<file path="config.mk">
export PLATFORM = sky130hd
export DESIGN_NAME = farm_sensor_conditioner
export DESIGN_NICKNAME = d
export VERILOG_FILES = /design/src/rtl/farm_sensor_conditioner.sv
export SDC_FILE = /design/constraint.sdc
export NUM_CORES = 1
export LEC_CHECK = 0
export CAP_MARGIN = 20
export CELL_PAD_IN_SITES_DETAIL_PLACEMENT = 1
export CELL_PAD_IN_SITES_GLOBAL_PLACEMENT = 2
export CORE_ASPECT_RATIO = 2
export CORE_MARGIN = 5
export CORE_UTILIZATION = 30
export CTS_CLUSTER_DIAMETER = 80
export DETAILED_ROUTE_END_ITERATION = 10
export GPL_TIMING_DRIVEN = 1
export PLACE_DENSITY = 0.78
export SYNTH_ARGS = -nofsm -noshare
export SYNTH_HDL_FRONTEND = slang
export SYNTH_SLANG_ARGS = --single-unit
</file>
<file path="constraint.sdc">
create_clock -name clk -period 2.3 [get_ports clk]
set_clock_uncertainty 0.15 [all_clocks]
set_input_delay 0.46 -clock clk [delete_from_list [all_inputs] [get_ports clk]]
set_output_delay 0.46 -clock clk [all_outputs]
set_load 0.01 [all_outputs]
</file>
<file path="src/rtl/farm_sensor_conditioner.sv">
// Farm-road loop sensor front end: synchronise, debounce, and hold a car request for the
// traffic-light controller, with a hold-off window after each farm green.
module farm_sensor_conditioner #(
    parameter int unsigned SYNC_STAGES  = 2,
    parameter int unsigned DEBOUNCE_LEN = 4,
    parameter int unsigned HOLDOFF_LEN  = 8,
    parameter int unsigned WAIT_W       = 8
) (
    input  logic              clk,
    input  logic              rst,
    input  logic              sensor_in,
    input  logic              farm_grant,
    output logic              car_req,
    output logic              sensor_clean,
    output logic [WAIT_W-1:0] wait_cycles,
    output logic [1:0]        fsm_state
);

    typedef enum logic [1:0] {
        StIdle    = 2'd0,
        StArmed   = 2'd1,
        StServed  = 2'd2,
        StHoldoff = 2'd3
    } state_e;

    // Widths sized so the terminal values fit even at the minimum parameter of 1.
    localparam int unsigned DbW = $clog2(DEBOUNCE_LEN + 1);
    localparam int unsigned HoW = $clog2(HOLDOFF_LEN + 1);
    localparam logic [DbW-1:0]    DbLast  = DbW'(DEBOUNCE_LEN - 1);
    localparam logic [HoW-1:0]    HoLast  = HoW'(HOLDOFF_LEN - 1);
    localparam logic [WAIT_W-1:0] WaitMax = '1;

    logic [SYNC_STAGES-1:0] sync_q, sync_d;
    logic                   s_sync;
    logic                   clean_q, clean_d;
    logic [DbW-1:0]         db_cnt_q, db_cnt_d;
    state_e                 state_q, state_d;
    logic [HoW-1:0]         ho_cnt_q, ho_cnt_d;
    logic                   pend_q, pend_d;
    logic [WAIT_W-1:0]      wait_q, wait_d;

    assign s_sync = sync_q[SYNC_STAGES-1];

    always_comb begin
        sync_d = {sync_q[SYNC_STAGES-2:0], sensor_in};
    end

    always_comb begin
        clean_d  = clean_q;
        db_cnt_d = '0;
        if (s_sync != clean_q) begin
            if (db_cnt_q == DbLast) begin
                clean_d = s_sync;
            end else begin
                db_cnt_d = db_cnt_q + 1'b1;
            end
        end
    end

    always_comb begin
        state_d  = state_q;
        ho_cnt_d = ho_cnt_q;
        pend_d   = pend_q;
        wait_d   = wait_q;
        unique case (state_q)
            StIdle: begin
                if (clean_q) begin
                    state_d = StArmed;
                    wait_d  = '0;
                end
            end
            StArmed: begin
                if (wait_q != WaitMax) begin
                    wait_d = wait_q + 1'b1;
                end
                // A falling sensor does not cancel; only the grant retires the request.
                if (farm_grant) begin
                    state_d = StServed;
                end
            end
            StServed: begin
                if (!farm_grant) begin
                    state_d  = StHoldoff;
                    ho_cnt_d = HoLast;
                    pend_d   = 1'b0;
                end
            end
            StHoldoff: begin
                if (ho_cnt_q == '0) begin
                    if (pend_q || clean_q) begin
                        state_d = StArmed;
                        wait_d  = '0;
                    end else begin
                        state_d = StIdle;
                    end
                end else begin
                    ho_cnt_d = ho_cnt_q - 1'b1;
                    pend_d   = pend_q | clean_q;
                end
            end
            default: state_d = StIdle;
        endcase
    end

    always_ff @(posedge clk) begin
        if (rst) begin
            sync_q   <= '0;
            clean_q  <= 1'b0;
            db_cnt_q <= '0;
            state_q  <= StIdle;
            ho_cnt_q <= '0;
            pend_q   <= 1'b0;
            wait_q   <= '0;
        end else begin
            sync_q   <= sync_d;
            clean_q  <= clean_d;
            db_cnt_q <= db_cnt_d;
            state_q  <= state_d;
            ho_cnt_q <= ho_cnt_d;
            pend_q   <= pend_d;
            wait_q   <= wait_d;
        end
    end

    assign car_req      = (state_q == StArmed);
    assign sensor_clean = clean_q;
    assign wait_cycles  = wait_q;
    assign fsm_state    = state_q;

endmodule

</file>
==> flow_summary.ini <==
[power]
seqPwrFrac_pct = 39.0
power_leakage_nw = 0.514
p_int_mw = 0.670
swShare_pct = 34.0
pwr-share-clk_pct = 25.2
p_comb_share_pct = 35.8
max-vdd-ir-drop_uv = 333
power.density_nw_per_um2 = 705
switchingPower_mw = 0.345

[sta]
slew_headroom_pct = 66.3
setup_viol = 0
finalCriticalPeriod_ns = 2.18
drv_slew = 0
worstMarginPinSlew_ns = 0.506
hold_slack_ns = 0.282
tns_ns = 0
worst_slack_ns = 0.123
period_share_pct = 94.7
fmax_mhz = 459
rsz0062_at_grt = false
hold_violations = 0

[die]
die_area_um2 = 5140
die_x_um = 53.3
num_io_pins = 16
fp.dieH_um = 96.5
start_util_pct = 31.1
rows = 31
core_um2 = 3610

[critical_path]
startpoint_type = flip-flop
cp.arrival_ns = 1.57
crit_path_end_kind = primary output
cp.required_ns = 1.69
worst-path-max-fanout = 7
crit_type = reg2out

[finish]
layout_commonest_cell = dfxtp_1
syn2layout_area_growth_pct = 28.3
stdcell_count = 198
layout_common_cells = dfxtp_1 (20), clkdlybuf4s50_1 (15), nor2_1 (11)
fill_cells = 433
stdcell_area_um2 = 1440
fin_nets = 164
drive_above_1_share_pct = 11.4
diodes = 0

[clock_network]
postCtsSetupBuffers = 0
clock_latency_ns = 0.27
cts_tree = done
clk_pin_slew_ns = 0.08
h-tree-depth = 1
clockRootBuffer = clkbuf_8
numCtsBuffers = 3
numClockSinks = 21
ctsHoldBuffers = 0
clock_path_buffers = 2

[worst_hold_path]
worstHoldPathType = reg2reg

[global_route]
grt.overflow.total = 0
grt_pass1_vias = 1100
met1_usage_pct = 13.0
use_met2_pct = 24.5
track_usage_pct = 12.8
top_usage_layer = met2
antenna_found_initial = 0
grt_first_pass_wirelength_um = 4860
grt_max_degree = 14
grt_util_met3_pct = 1.69

[placed_design]
io_buffer_count = 15
placed_cells = 194
dp_slack_ns = 0.0603
place_area_um2 = 1390
hpwl_um = 2370
gp_congestion = 0.872

[synthesis]
synth_cells = 124
ys_types = 37
ys_seq_elements = 21
synthArstFlopShare_pct = 0
synth-edff-count = 0
synth-main-ff-cell = dfxtp_1
yosysSeqAreaShare_pct = 37.5
synth_fp_nets = 138
syn_avg_cell_area_um2 = 9.05
syn_area_um2 = 1120
synth_warnings = 0

[routing]
via_count = 1053
ant_nets = 0
drtIter0Drc = 21
viasPerCell = 5.32
routedWlPerCell_um = 14.8
drc = 0
dr.pass1.iters = 4
routed_wl_um = 2930

[outcome]
outcome = finished clean

[job]
max_cap_viol_count = 0
## critical path, cell delays in order, from the launching register on
cell and delay (ns):
dfxtp_2 0.36, inv_1 0.12, ha_1 0.25, clkdlybuf4s50_1 0.57
## registers in the layout, summed over array words and instances, names as in the netlist
| name | count |
|---|---|
| db_cnt_q | 3 |
| sync_q | 2 |
| fsm_state | 2 |
| pend_q | 1 |
| ho_cnt_q | 4 |
| sensor_clean | 1 |
| wait_cycles | 8 |
## area by class of cell
class / count / area, um2 / share of cell area (%)
clock buffers: 3 / 41.3 / 2.87
clock inverters: 1 / 7.51 / 0.521
inverters: 9 / 33.8 / 2.35
multi-input cells: 91 / 657 / 45.6
flip-flops and latches: 21 / 422 / 29.3
well taps: 49 / 61.3 / 4.26
repair buffers: 24 / 218 / 15.1
## per-layer routing
metal	part of all wire, %	vias up
met5	0	-
met4	2.0	0
met1	39	513
met3	2.2	6
li1	-	519
met2	57	15
## power groups by stage
stage	logic (mW)	registers (mW)	clock network, mW
global placement	0.359	0.404	0
floorplan	0.197	0.407	0
finish	0.364	0.396	0.256
global route	0.401	0.401	0.285
detailed placement	0.368	0.405	0
CTS	0.370	0.397	0.267
## stage by stage
stage | util [%] | total power [mW]
6_report | 39.9 | 1.02
5_1_grt | 39.9 | 1.09
4_1_cts | 39.9 | 1.03
3_5_place_dp | 38.5 | 0.773
3_3_place_gp | 38.5 | 0.764
2_1_floorplan | - | 0.604
## Yosys cell counts, types with 3 or more instances
cell | instances | area, um2
a211oi_1 | 3 | 22.5
a21oi_1 | 5 | 25.0
a311oi_1 | 3 | 26.3
a32o_1 | 4 | 40.0
and3_1 | 4 | 25.0
dfxtp_1 | 21 | 420
ha_1 | 10 | 125
inv_1 | 9 | 33.8
mux2i_1 | 3 | 30.0
nand2_1 | 3 | 11.3
nand3_1 | 4 | 20.0
nand4_1 | 3 | 18.8
nor2_1 | 11 | 41.3
nor2b_1 | 4 | 25.0
nor3_1 | 6 | 30.0
o21ai_0 | 4 | 20.0
## what timing repair did
action	4_1_cts	5_1_grt
setup endpoints to repair	0	1
endpoints found under the hold margin	0	0
gates resized for setup	0	1
## worst paths after layout
kind / from / end / slack [ns] / depth (start not counted)
worst min-delay path: db_cnt_q[0] / db_cnt_q[0] / 0.28 / 1
worst max-delay path: fsm_state[1] / car_req / 0.12 / 3
worst max register to register: ho_cnt_q[0] / wait_cycles[1] / 0.15 / 6
worst min register to register: db_cnt_q[0] / db_cnt_q[0] / 0.28 / 1
## logic make-up after synthesis
| family | share of synthesized area [%] |
|---|---|
| AOI/OAI and AO/OA | 19.3 |
| xor gates and xnor gates | 0.781 |
| adders and majority gates | 11.1 |
| buffers and inverters | 4.01 |
| DFF | 37.5 |
| muxes | 3.68 |
| and+or+nand+nor | 23.6 |
(Power assumes the default switching activity.)
